==> config.mk <==
export PLATFORM = sky130hd
export DESIGN_NAME = alu_pipe
export DESIGN_NICKNAME = d
export VERILOG_FILES = /design/src/rtl/types.svh /design/src/rtl/alu_pkg.sv /design/src/rtl/alu_pipe_stage.sv /design/src/rtl/alu_pipe.sv
export SDC_FILE = /design/constraint.sdc
export NUM_CORES = 1
export LEC_CHECK = 0
export BUFFER_PORTS_ARGS = -buffer_cell sky130_fd_sc_hd__buf_4
export CAP_MARGIN = 20
export CELL_PAD_IN_SITES_DETAIL_PLACEMENT = 0
export CELL_PAD_IN_SITES_GLOBAL_PLACEMENT = 2
export CORE_AREA = 4 4 217 219
export CTS_CLUSTER_DIAMETER = 100
export DETAILED_ROUTE_END_ITERATION = 6
export DIE_AREA = 0 0 221 223
export MAX_ROUTING_LAYER = met4
export PLACE_DENSITY = 0.7
export RECOVER_POWER = 25
export SLEW_MARGIN = 20
export SYNTH_ARGS = -nofsm -noshare
export SYNTH_HDL_FRONTEND = slang
export SYNTH_HIERARCHICAL = 1
export SYNTH_SLANG_ARGS = --single-unit
==> constraint.sdc <==
create_clock -name clk -period 3.9 [get_ports clk]
set_input_delay 1.17 -clock clk [delete_from_list [all_inputs] [get_ports clk]]
set_output_delay 1.17 -clock clk [all_outputs]
set_load 0.05 [all_outputs]
==> src/rtl/types.svh <==
// Shared fixed-width scalar types for fixed 32-bit datapaths elsewhere in the codebase.
`ifndef TYPES_SVH
`define TYPES_SVH
typedef logic [31:0] word_t;
typedef logic [7:0]  byte_t;
`endif

==> src/rtl/alu_pkg.sv <==
// Operation encoding and payload helpers shared by the ALU pipeline files.
package alu_pkg;

  typedef enum logic [2:0] {
    OP_ADD  = 3'b000,
    OP_SUB  = 3'b001,
    OP_AND  = 3'b010,
    OP_OR   = 3'b011,
    OP_XOR  = 3'b100,
    OP_SLL  = 3'b101,
    OP_SRL  = 3'b110,
    OP_PASS = 3'b111
  } alu_op_e;

  // Payload carried through every stage: {result, zero, carry}.
  localparam int FLAG_BITS = 2;

endpackage

==> src/rtl/alu_pipe_stage.sv <==
// One valid/ready register slice; loads when empty or when its content leaves this cycle.
module alu_pipe_stage
  import alu_pkg::*;
#(
  parameter int WIDTH = 34
) (
  input  logic             clk,
  input  logic             rst_n,
  input  logic             in_valid,
  output logic             in_ready,
  input  logic [WIDTH-1:0] in_data,
  output logic             out_valid,
  input  logic             out_ready,
  output logic [WIDTH-1:0] out_data
);

  logic             valid_r;
  logic [WIDTH-1:0] data_r;

  assign in_ready  = (~valid_r) | out_ready;
  assign out_valid = valid_r;
  assign out_data  = data_r;

  // Slice register: payload only updates on an accepted beat so held data stays stable.
  always_ff @(posedge clk or negedge rst_n) begin
    if (!rst_n) begin
      valid_r <= 1'b0;
      data_r  <= '0;
    end else if (in_ready) begin
      valid_r <= in_valid;
      if (in_valid) begin
        data_r <= in_data;
      end else begin
        data_r <= data_r;
      end
    end else begin
      valid_r <= valid_r;
      data_r  <= data_r;
    end
  end

endmodule

==> src/rtl/alu_pipe.sv <==
// Pipelined ALU: combinational compute, STAGES register slices, output handshake counter.
module alu_pipe
  import alu_pkg::*;
#(
  parameter int DATA_WIDTH = 32,
  parameter int STAGES     = 2,
  parameter int CNT_WIDTH  = 16
) (
  input  logic                  clk,
  input  logic                  rst_n,
  input  logic                  in_valid,
  output logic                  in_ready,
  input  logic [DATA_WIDTH-1:0] in_a,
  input  logic [DATA_WIDTH-1:0] in_b,
  input  logic [2:0]            in_op,
  output logic                  out_valid,
  input  logic                  out_ready,
  output logic [DATA_WIDTH-1:0] out_result,
  output logic                  out_zero,
  output logic                  out_carry,
  input  logic                  clear_count,
  output logic [CNT_WIDTH-1:0]  txn_count
);

  localparam int SHW = $clog2(DATA_WIDTH);
  localparam int PW  = DATA_WIDTH + FLAG_BITS;
  localparam logic [CNT_WIDTH-1:0] CNT_ONE = CNT_WIDTH'(1);

  logic [DATA_WIDTH:0]   sum_s;
  logic [DATA_WIDTH:0]   diff_s;
  logic [SHW-1:0]        shamt_s;
  logic [DATA_WIDTH-1:0] result_s;
  logic                  carry_s;
  logic                  zero_s;
  logic [PW-1:0]         pay_s;
  logic [CNT_WIDTH-1:0]  cnt_r;

  // Operation decode; the extra MSB of the SUB difference is the unsigned borrow.
  always_comb begin
    sum_s    = {1'b0, in_a} + {1'b0, in_b};
    diff_s   = {1'b0, in_a} - {1'b0, in_b};
    shamt_s  = in_b[SHW-1:0];
    result_s = '0;
    carry_s  = 1'b0;
    case (alu_op_e'(in_op))
      OP_ADD: begin
        result_s = sum_s[DATA_WIDTH-1:0];
        carry_s  = sum_s[DATA_WIDTH];
      end
      OP_SUB: begin
        result_s = diff_s[DATA_WIDTH-1:0];
        carry_s  = diff_s[DATA_WIDTH];
      end
      OP_AND:  result_s = in_a & in_b;
      OP_OR:   result_s = in_a | in_b;
      OP_XOR:  result_s = in_a ^ in_b;
      OP_SLL:  result_s = in_a << shamt_s;
      OP_SRL:  result_s = in_a >> shamt_s;
      OP_PASS: result_s = in_b;
      default: begin
        result_s = '0;
        carry_s  = 1'b0;
      end
    endcase
    zero_s = (result_s == '0);
    pay_s  = {result_s, zero_s, carry_s};
  end

  // Each stage lives in its own generate scope so the ready chain has distinct nets per stage.
  for (genvar g = 0; g < STAGES; g++) begin : g_stage
    logic          up_valid;
    logic [PW-1:0] up_data;
    logic          dn_ready;
    logic          rdy;
    logic          vld;
    logic [PW-1:0] dat;

    if (g == 0) begin : g_first
      assign up_valid = in_valid;
      assign up_data  = pay_s;
    end else begin : g_mid
      assign up_valid = g_stage[g-1].vld;
      assign up_data  = g_stage[g-1].dat;
    end

    if (g == STAGES - 1) begin : g_last
      assign dn_ready = out_ready;
    end else begin : g_inner
      assign dn_ready = g_stage[g+1].rdy;
    end

    alu_pipe_stage #(
      .WIDTH(PW)
    ) u_stage (
      .clk      (clk),
      .rst_n    (rst_n),
      .in_valid (up_valid),
      .in_ready (rdy),
      .in_data  (up_data),
      .out_valid(vld),
      .out_ready(dn_ready),
      .out_data (dat)
    );
  end

  assign in_ready   = rst_n & g_stage[0].rdy;
  assign out_valid  = g_stage[STAGES-1].vld;
  assign out_result = g_stage[STAGES-1].dat[PW-1:FLAG_BITS];
  assign out_zero   = g_stage[STAGES-1].dat[1];
  assign out_carry  = g_stage[STAGES-1].dat[0];
  assign txn_count  = cnt_r;

  // Completed-handshake counter; clear wins over a coincident handshake.
  always_ff @(posedge clk or negedge rst_n) begin
    if (!rst_n) begin
      cnt_r <= '0;
    end else if (clear_count) begin
      cnt_r <= '0;
    end else if (out_valid && out_ready) begin
      cnt_r <= cnt_r + CNT_ONE;
    end else begin
      cnt_r <= cnt_r;
    end
  end

endmodule
==> results.cfg, run 1 <==
[drt]
wl_per_cell_um = 24.83
wirelength_um = 70060
vias_per_cell = 5.612
drtAntennaViolNets = 0
vias = 15838
drt_iter0_markers = 1274
drc_errors = 1
firstDrtPassIters = 7

[yosys]
ys.warnings.count = 6
synth.largest_area_cell = dfrtp_1
synth-edff-count = 0
synthDistinctLibCells = 85
synth_compound_area_frac = 0.2471
synth_xor_area_frac = 0.01888
synth_area_um2 = 13450
synth_nets = 1795
ys_ff_latch = 86
muxShareOfSynthArea = 0.2300
synth-simple-area-share = 0.1737
ys.flop_type = dfrtp_1
async_flop_share = 1.000
synth.avg_cell_area_um2 = 8.288
ys_top_cells_by_area = dfrtp_1, mux4_2, ha_1
synth_adder_area_share = 0.09487
yosysTopAreaCellShare = 0.1600
synth_top_family_by_area = compound AO/OA/AOI/OAI gates
synthCells = 1623
ys_seq_area_frac = 0.1600

[placement]
dpl.cell_count = 2786
dp_slack_ps = -2009
gp_congestion = 1.023
post-dp-hpwl_um = 57910
portBuffers = 123

[die]
die_w_um = 221
die_area_um2 = 49280
start_util = 0.2983
die_height_um = 223
io_pins = 124
core_area_um2 = 45090
rows = 78

[critical_path]
worstPathArrival_ps = 4880
cp-start-kind = primary input
path_cells = buf_12 -> buf_12 -> buf_4 -> mux4_2 -> mux4_2 -> or2_2 -> o211ai_1 -> o211ai_1 -> a2111oi_0 -> nand4b_1 -> nor4b_2 -> nand4bb_1 -> nor4b_2 -> mux2_4
cp.required_ps = 4180
cp_max_fo = 19
crit_type = in2reg
worst_setup_path_end_kind = register
crit_slowest_cell = mux4_2
slowest_delay_ps = 500

[finish]
layout_common_cells = buf_4, nand2_1, nor2_1, o21ai_0, a21oi_1
layout.nets = 2389
syn2layout_area_growth_pct = 52.00
drive_above_1_share = 0.4631
insertedDiodeCount = 0
stdcell_count = 2822
final_core_util = 0.4535
layout_commonest_cell = buf_4

[clock_network]
clock-sinks = 86
cts_buffers = 9
clk_latency_ps = 350
clkTransAtPathRegs_ps = 60
clockBufferDepth = 2
cts_max_level = 3
root_buffer = clkbuf_16
cts_tree = done

[power_and_ir_drop]
p_per_area_nw_per_um2 = 279.3
peakVddDrop_v = 0.0003617
seqPwrFrac = 0.216
p_total_uw = 5710
clkPwrFrac = 0.137
swShare = 0.4350
switching_power_uw = 2484
p_leak_uw = 0.009404
comb_power_share = 0.647
internal-power_uw = 3226

[grt]
grt_max_degree = 72
antenna_found_initial = 0
grt_pass1_wl_um = 103000
grt_pass1_vias = 15516
grt_usage = 0.2803
grt_overflow = 0

[sta]
finalMaxSlewViolations = 72
max_slew_margin = -0.1069
setup_viol = 10
worstMarginPinSlew_ps = 1660
min_period_ps = 4599
worst_clock_skew_ps = 7.783
hold_viol_final = 0
period_share = 1.179
post-route-worst-setup-slack_ps = -699.0
rsz0062_at_grt = true
fmax_mhz = 217.4

[outcome]
violations = design-rule violations, max-capacitance violations, max-slew violations, negative setup slack
status = complete, but fails checks

[run]
max-cap-violations = 1

[min_path]
holdCritPathClass = reg2reg
through the flow:
stage | hold WS (ps) | cell area [um^2] | setup TNS, ps
3_5_place_dp | 493.9 | 19060 | -18840
6_report | 505.7 | 20450 | -2294
3_3_place_gp | 489.0 | 19060 | -18140
5_1_grt | 519.8 | 20450 | -3136
4_1_cts | 507.7 | 19940 | -2271
2_1_floorplan | 474.9 | 13670 | -3935
per-layer routing:
layer	up-vias	wire length [um]	track usage
met5	-	0	-
li1	7291	-	-
met1	7862	32040	0.3929
met2	593	32370	0.4453
met3	92	3487	0.01724
met4	0	2163	0.07087
state kept, by name (all words and copies together), names as in the netlist:
name	cells
txn_count	16
g_stage.u_stage/out_valid	2
g_stage.u_stage/out_data	68
logic make-up (layout without fill, tap and decap cells):
logic type | after synthesis | count (layout)
compound gates | 496 | 496
simple gates | 480 | 480
buf+inv | 233 | 832
mux | 198 | 198
fa+ha+maj | 101 | 101
flops | 86 | 86
xor+xnor | 29 | 29
power groups by stage:
stage	sequential, uW	combinational [uW]	clock [uW]
after floorplan	1670	1460	0
after global placement	1240	3430	0
after detailed placement	1260	3450	0
after CTS	1240	3570	813
after global routing	1270	3900	852
final	1230	3690	784
worst max-delay path: cells and delay by family:
| family | cells | cell delay (ps) |
|---|---|---|
| buf+inv | 3 | 520 |
| simple gates | 5 | 1210 |
| mux | 3 | 1180 |
| compound gates | 3 | 790 |
area by class of cell:
| class | count | area (um^2) |
|---|---|---|
| multi-input combinational | 1304 | 11230 |
| tap | 600 | 750.7 |
| inverter | 98 | 381.6 |
| fill | 4491 | 24640 |
| timing repair buffer | 718 | 5654 |
| clock buffer | 9 | 225.2 |
| sequential | 86 | 2152 |
| clock inverter | 7 | 48.80 |
cell usage after synthesis (12+ instances only):
cell type / count
nor2_1: 140
nand2_1: 135
o21ai_0: 107
a21oi_1: 104
ha_1: 98
inv_1: 96
clkbuf_1: 91
dfrtp_1: 86
mux4_2: 61
mux2_4: 60
mux2i_1: 47
nand3_1: 34
nor3_1: 34
mux2_2: 29
a211oi_1: 28
o211ai_1: 28
buf_2: 22
o22ai_1: 22
a31oi_1: 21
a21o_1: 20
a22oi_1: 18
xnor2_1: 17
nand2b_1: 16
nor4_1: 16
a221oi_1: 15
nor2b_1: 15
nand4_1: 14
buf_1: 13
o31ai_1: 13
or3_1: 13
xor2_1: 12
path summary, 6_finish.rpt:
kind,startpoint,endpoint,slack [ps],cells past startpoint
max,in_b[0],g_stage[0].u_stage/out_data[1],-700,14
min,g_stage[0].u_stage/out_data[30],g_stage[0].u_stage/out_data[30],510,1
max reg2reg,g_stage[1].u_stage/out_valid,g_stage[0].u_stage/out_data[32],2140,4
min reg2reg,g_stage[0].u_stage/out_data[30],g_stage[0].u_stage/out_data[30],510,1
max in group asynchronous,rst_n,g_stage[1].u_stage/out_data[0],830,2
min in group asynchronous,rst_n,txn_count[14],920,1
what timing repair did:
action | in CTS | in global routing
pin swaps | 47 | 41
resized for setup | 118 | 77
hold buffers | 0 | 0
buffers inserted | 4 | 15
gates cloned | 0 | 1
setup endpoints to repair | 21 | 17
(Power assumes the default switching activity.)
==> run 2: changes to the inputs <==
--- a/config.mk
+++ b/config.mk
@@ -5,6 +5,7 @@
 export SDC_FILE = /design/constraint.sdc
 export NUM_CORES = 1
 export LEC_CHECK = 0
+export ABC_CLOCK_PERIOD_IN_PS = 3900
 export BUFFER_PORTS_ARGS = -buffer_cell sky130_fd_sc_hd__buf_4
 export CAP_MARGIN = 20
 export CELL_PAD_IN_SITES_DETAIL_PLACEMENT = 0
@@ -15,7 +16,6 @@
 export DIE_AREA = 0 0 221 223
 export MAX_ROUTING_LAYER = met4
 export PLACE_DENSITY = 0.7
-export RECOVER_POWER = 25
 export SLEW_MARGIN = 20
 export SYNTH_ARGS = -nofsm -noshare
 export SYNTH_HDL_FRONTEND = slang
==> run 2 against run 1 <==
Against the previous run: clock skew about the same; core utilization is 0.055 points higher; highest routed layer unchanged; global-route usage unchanged; wire length is essentially flat; the flow finishes with violations (negative setup slack).
==> results.cfg, run 2 (same netlist as run 1, synthesis figures left out) <==
[clock_network]
cts_max_level = 3
cts_buffers = 9
clock-sinks = 86
clockBufferDepth = 2
ctsHoldBuffers = 0
root_buffer = clkbuf_16
clk_latency_ps = 350
clkTransAtPathRegs_ps = 60
cts_tree = done

[grt]
grt_max_degree = 72
grt_pass1_vias = 15516
grtUsageMet1 = 0.3929
grt_usage = 0.2803
grt_busiest_layer = met2
grt_overflow = 0
antenna_found_initial = 0
grt_use_met3 = 0.01724
met2_usage = 0.4453
grt_pass1_wl_um = 103000

[min_path]
holdCritPathClass = reg2reg

[die]
rows = 78
die_height_um = 223
die_area_um2 = 49280
core_area_um2 = 45090
start_util = 0.2983
die_w_um = 221
io_pins = 124

[sta]
fmax_mhz = 215.9
finalMaxSlewViolations = 0
hold_viol_final = 0
rsz0062_at_grt = true
setup_viol = 10
min_period_ps = 4632
whs_ps = 505.7
post-route-worst-setup-slack_ps = -731.7
max_slew_margin = 0.4194
worstMarginPinSlew_ps = 868.3
worst_clock_skew_ps = 7.826
period_share = 1.188

[placement]
dp_slack_ps = -2009
post-dp-hpwl_um = 57910
portBuffers = 123
dpl.cell_count = 2786
gp_congestion = 1.023

[drt]
vias = 15928
wirelength_um = 70120
vias_per_cell = 5.644
drt_iter0_markers = 1350
wl_per_cell_um = 24.85
drc_errors = 0
firstDrtPassIters = 5
drtAntennaViolNets = 0

[finish]
insertedDiodeCount = 0
layout.nets = 2389
syn2layout_area_growth_pct = 52.18
fill_cells = 4488
drive_above_1_share = 0.4649
multiInputGateArea_um2 = 11250
final_core_util = 0.4540
seqCellArea_um2 = 2152
largest_reg_flops = 68
stdcell_count = 2822
layout_commonest_cell = buf_4
layout_common_cells = buf_4, nand2_1, nor2_1, o21ai_0, a21oi_1

[power_and_ir_drop]
internal-power_uw = 3229
swShare = 0.4350
p_total_uw = 5715
switching_power_uw = 2486
p_per_area_nw_per_um2 = 279.2
seqPwrFrac = 0.216
clkPwrFrac = 0.137
peakVddDrop_v = 0.0003617
comb_power_share = 0.647
p_leak_uw = 0.009425

[critical_path]
worst_setup_path_end_kind = register
cp_max_fo = 19
cp.required_ps = 4180
crit_type = in2reg
worstPathArrival_ps = 4910
cp-start-kind = primary input

[run]
max-cap-violations = 0

[outcome]
violations = negative setup slack
status = complete, but fails checks
[run 2: cell count changes in the layout (fill, tap and decap cells not counted), sizes merged]
cell    previous run  this run
buf              714       717
clkbuf            13        10
[run 2: metrics by stage]
step                instance area, um^2  setup TNS, ps
floorplan                         13670          -3935
global placement                  19060         -18140
detailed placement                19060         -18840
CTS                               19940          -2271
global route                      20470          -3136
finish                            20470          -2636
[run 2: critical path, cell delays in order]
cell	delay [ps]
buf_12	90
buf_12	190
buf_4	240
mux4_2	500
mux4_2	500
or2_2	300
o211ai_1	120
o211ai_1	270
a2111oi_0	410
nand4b_1	250
nor4b_2	290
nand4bb_1	140
nor4b_2	250
mux2_4	180
[run 2: layout make-up]
| type | count | area share |
|---|---|---|
| multi-input combinational | 1304 | 0.5495 |
| clock buffer | 9 | 0.01100 |
| tap | 600 | 0.03667 |
| inverter | 98 | 0.01864 |
| timing repair buffer | 718 | 0.2767 |
| sequential | 86 | 0.1051 |
| clock inverter | 7 | 0.002384 |
[run 2: power by group through the flow]
stage / combinational (uW) / clock [uW] / sequential (uW)
floorplan: 1460 / 0 / 1670
global placement: 3430 / 0 / 1240
detailed placement: 3450 / 0 / 1260
CTS: 3570 / 813 / 1240
global route: 3900 / 852 / 1270
finish: 3700 / 785 / 1230
[run 2: final timing paths]
kind / startpoint / end / slack (ps) / cells past startpoint
worst max register to register: g_stage[1].u_stage/out_valid / txn_count[11] / 2090 / 5
worst min-delay path: g_stage[0].u_stage/out_data[30] / g_stage[0].u_stage/out_data[30] / 510 / 1
min in group asynchronous: rst_n / txn_count[14] / 670 / 1
worst min register to register: g_stage[0].u_stage/out_data[30] / g_stage[0].u_stage/out_data[30] / 510 / 1
worst max-delay path: in_b[0] / g_stage[0].u_stage/out_data[1] / -730 / 14
max in group asynchronous: rst_n / g_stage[1].u_stage/out_data[0] / 2110 / 2
[run 2: what timing repair did]
item                                    in CTS  in global routing
cloned                                       0                  1
endpoints found under the setup margin      21                 17
pin swaps                                   47                 41
setup buffers                                4                 15
resized for setup                          118                 77
[run 2: routing by layer]
metal  vias up  part of all wire
met4         0             0.030
li1       7294                 -
met5         -                 0
met2       562              0.46
met3        91             0.051
met1      7981              0.46
==> run 3: changes to the inputs <==
--- a/config.mk
+++ b/config.mk
@@ -5,17 +5,19 @@
 export SDC_FILE = /design/constraint.sdc
 export NUM_CORES = 1
 export LEC_CHECK = 0
-export ABC_CLOCK_PERIOD_IN_PS = 3900
+export ABC_AREA = 1
+export ABC_CLOCK_PERIOD_IN_PS = 6000
 export BUFFER_PORTS_ARGS = -buffer_cell sky130_fd_sc_hd__buf_4
 export CAP_MARGIN = 20
 export CELL_PAD_IN_SITES_DETAIL_PLACEMENT = 0
 export CELL_PAD_IN_SITES_GLOBAL_PLACEMENT = 2
-export CORE_AREA = 4 4 217 219
+export CORE_AREA = 4 4 221 223
 export CTS_CLUSTER_DIAMETER = 100
 export DETAILED_ROUTE_END_ITERATION = 6
-export DIE_AREA = 0 0 221 223
+export DIE_AREA = 0 0 225 227
 export MAX_ROUTING_LAYER = met4
-export PLACE_DENSITY = 0.7
+export PLACE_DENSITY = 0.8
+export SETUP_SLACK_MARGIN = 0.02
 export SLEW_MARGIN = 20
 export SYNTH_ARGS = -nofsm -noshare
 export SYNTH_HDL_FRONTEND = slang
==> constraint.sdc (replaced) <==
create_clock -name clk -period 6 [get_ports clk]
set_input_delay 1.8 -clock clk [delete_from_list [all_inputs] [get_ports clk]]
set_output_delay 1.8 -clock clk [all_outputs]
set_load 0.05 [all_outputs]
==> run 3 against run 2 <==
Against the previous run: the flow now finishes without violations; via count grew 4.7%; worst setup slack gained 1600 ps; power shrank 48%; register-to-register slack gained 1800 ps; synthesized cell count grew 54%; final area shrank 25%; worst hold slack lost 37 ps; global-route usage shrank 0.84 points; count of clock-buffer cells in the layout grew 4; critical endpoint unchanged.
==> results.cfg, run 3 <==
[critical_path]
slowest_delay_ps = 610
cp.required_ps = 6260
crit_start = in_b[1]
cp_max_fo = 71
crit_slowest_cell = buf_4
path_cells = buf_4 -> inv_2 -> ha_1 -> nor2_1 -> nand2_1 -> nand3_1 -> nand2_1 -> nand2_1 -> o21ai_0 -> nand2_1 -> inv_1 -> nand4_1 -> nor2_1 -> nand2_1 -> nor2_1 -> nand2_1 -> nor2_2 -> nand3_1 -> nand2_1
timing.critical_path.mode_cell = nand2_1
crit-reg2reg-launch = txn_count[2]
crit_type = in2reg
critPathTopFamily = simple AND/OR/NAND/NOR gates
cp.buffers_inverters = 3
worstPathArrival_ps = 5380
worst_setup_path_end_kind = register
cp-start-kind = primary input

[sta]
fmax_mhz = 195.3
period_share = 0.8534
worst_clock_skew_ps = 6.876
setup_viol = 0
rsz0062_at_grt = false
worstMarginPinSlew_ps = 994.7
tns_ps = 0
hold_viol_final = 0
min_period_ps = 5121
finalMaxSlewViolations = 0
max_slew_margin = 0.3361
post-route-worst-setup-slack_ps = 879.4

[drt]
vias_per_cell = 5.295
drc_errors = 0
wl_per_cell_um = 22.23
drtAntennaViolNets = 0
firstDrtPassIters = 5
wirelength_um = 70020
vias = 16674
drt_iter0_markers = 1835

[clock_network]
clock-sinks = 86
cts_setup_buffers = 0
cts_tree = done
ctsHoldBuffers = 0
clockBufferDepth = 2
clkTransAtPathRegs_ps = 60
cts_buffers = 9
root_buffer = clkbuf_16
cts_max_level = 3
postCtsResizedCells = 0
clk_latency_ps = 330

[die]
start_util = 0.3001
rows = 79
die_area_um2 = 51080
core_area_um2 = 46560
die_height_um = 227
io_pins = 124
die_w_um = 225

[power_and_ir_drop]
p_per_area_nw_per_um2 = 192.4
p_leak_uw = 0.008372
p_total_uw = 2947
peakVddDrop_v = 0.0002378

[yosys]
synth_nets = 2675
synth.largest_area_cell = nand2_1
synth_area_um2 = 13970
yosysTopAreaCellShare = 0.2085
synth-edff-count = 0
ys_seq_area_frac = 0.1541
synthCells = 2503
async_flop_share = 1.000
yosysMostFrequentCell = nand2_1
synth.avg_cell_area_um2 = 5.581
synthDistinctLibCells = 47
ys.flop_type = dfrtp_1
ys.warnings.count = 6
ys_ff_latch = 86
synth_common_cells = nand2_1, nand3_1, inv_1
ys_top_cells_by_area = nand2_1, nand3_1, dfrtp_1

[grt]
grt_pass1_vias = 15431
grt_pass1_wl_um = 101900
grt_max_degree = 72
antenna_found_initial = 0
grt_usage = 0.2720
grt_overflow = 0

[placement]
dp_slack_ps = 668.5
portBuffers = 123
post-dp-hpwl_um = 58080
gp_congestion = 0.9786
dpl_cell_area_um2 = 15050

[finish]
fin_area_um2 = 15320
largest_reg_flops = 68
layout_commonest_cell = nand2_1
syn2layout_area_growth_pct = 9.646
insertedDiodeCount = 0
layout_common_cells = nand2_1, nand3_1, inv_1, nor2_1, buf_4
layout.nets = 2709
drive_above_1_share = 0.09166
fill_cells = 5437

[outcome]
status = finished clean

[run]
max-cap-violations = 0

[min_path]
worstHoldStart = g_stage[0].u_stage/out_data[21]
holdCritPathClass = reg2reg
[run 3: cell count changes in the layout (fill, tap and decap cells not counted), moves of 48 or more]
cell / change
nand2_1: +642
buf_4: -546
nand3_1: +482
inv_1: +248
mux4_2: -61
mux2_4: -60
nor2_1: +52
o21ai_0: -48
[run 3: per-stage QoR]
stage | std cells | hold slack (ps) | util
2_1_floorplan | 2503 | 442.5 | -
3_3_place_gp | 3133 | 457.4 | 0.3232
3_5_place_dp | 3133 | 458.9 | 0.3232
4_1_cts | 3149 | 475.1 | 0.3290
5_1_grt | 3149 | 488.7 | 0.3290
6_report | 3149 | 469.1 | 0.3290
[run 3: power breakdown]
group          internal (uW)  total, uW  switching (uW)
sequential               697        766            68.5
combinational            454       1680            1230
clock                    291        502             210
[run 3: cell type report]
type | instances | area [um^2] | area share
inverter | 354 | 1336 | 0.08724
timing repair buffer | 140 | 1064 | 0.06943
sequential | 86 | 2152 | 0.1405
clock buffer | 13 | 250.2 | 0.01634
clock inverter | 3 | 20.02 | 0.001307
tap | 607 | 759.5 | 0.04958
multi-input combinational | 1946 | 9736 | 0.6356
[run 3: tightest hold or removal path, stage by stage (launching register included)]
cell     delay [ps]
dfrtp_1         340
nand2_1          50
nand2_1          40
[run 3: cell families (layout without fill, tap and decap cells)]
family,Yosys count,in the layout,share of synthesized area
and+or+nand+nor,1634,1634,0.5170
buffers and inverters,471,510,0.1490
AOI/OAI and AO/OA,206,206,0.08554
adders and majority gates,100,100,0.09064
DFF,86,86,0.1541
xor gates and xnor gates,6,6,0.003762
[run 3: per-layer routing]
layer  track usage  wire, um  vias up
li1              -         -     8131
met1        0.3764     31890     7822
met2        0.4372     32080      650
met3      0.009542      3667       71
met4       0.07846      2376        0
met5             -         0        -
[run 3: worst paths after layout]
path	end	slack [ps]	cells past startpoint
max in group asynchronous	txn_count[8]	3540	2
worst max register to register	txn_count[13]	3930	10
worst min register to register	g_stage[0].u_stage/out_data[21]	470	2
worst max-delay path	g_stage[0].u_stage/out_data[1]	880	19
worst min-delay path	g_stage[0].u_stage/out_data[21]	470	2
min in group asynchronous	g_stage[1].u_stage/out_data[21]	1420	1
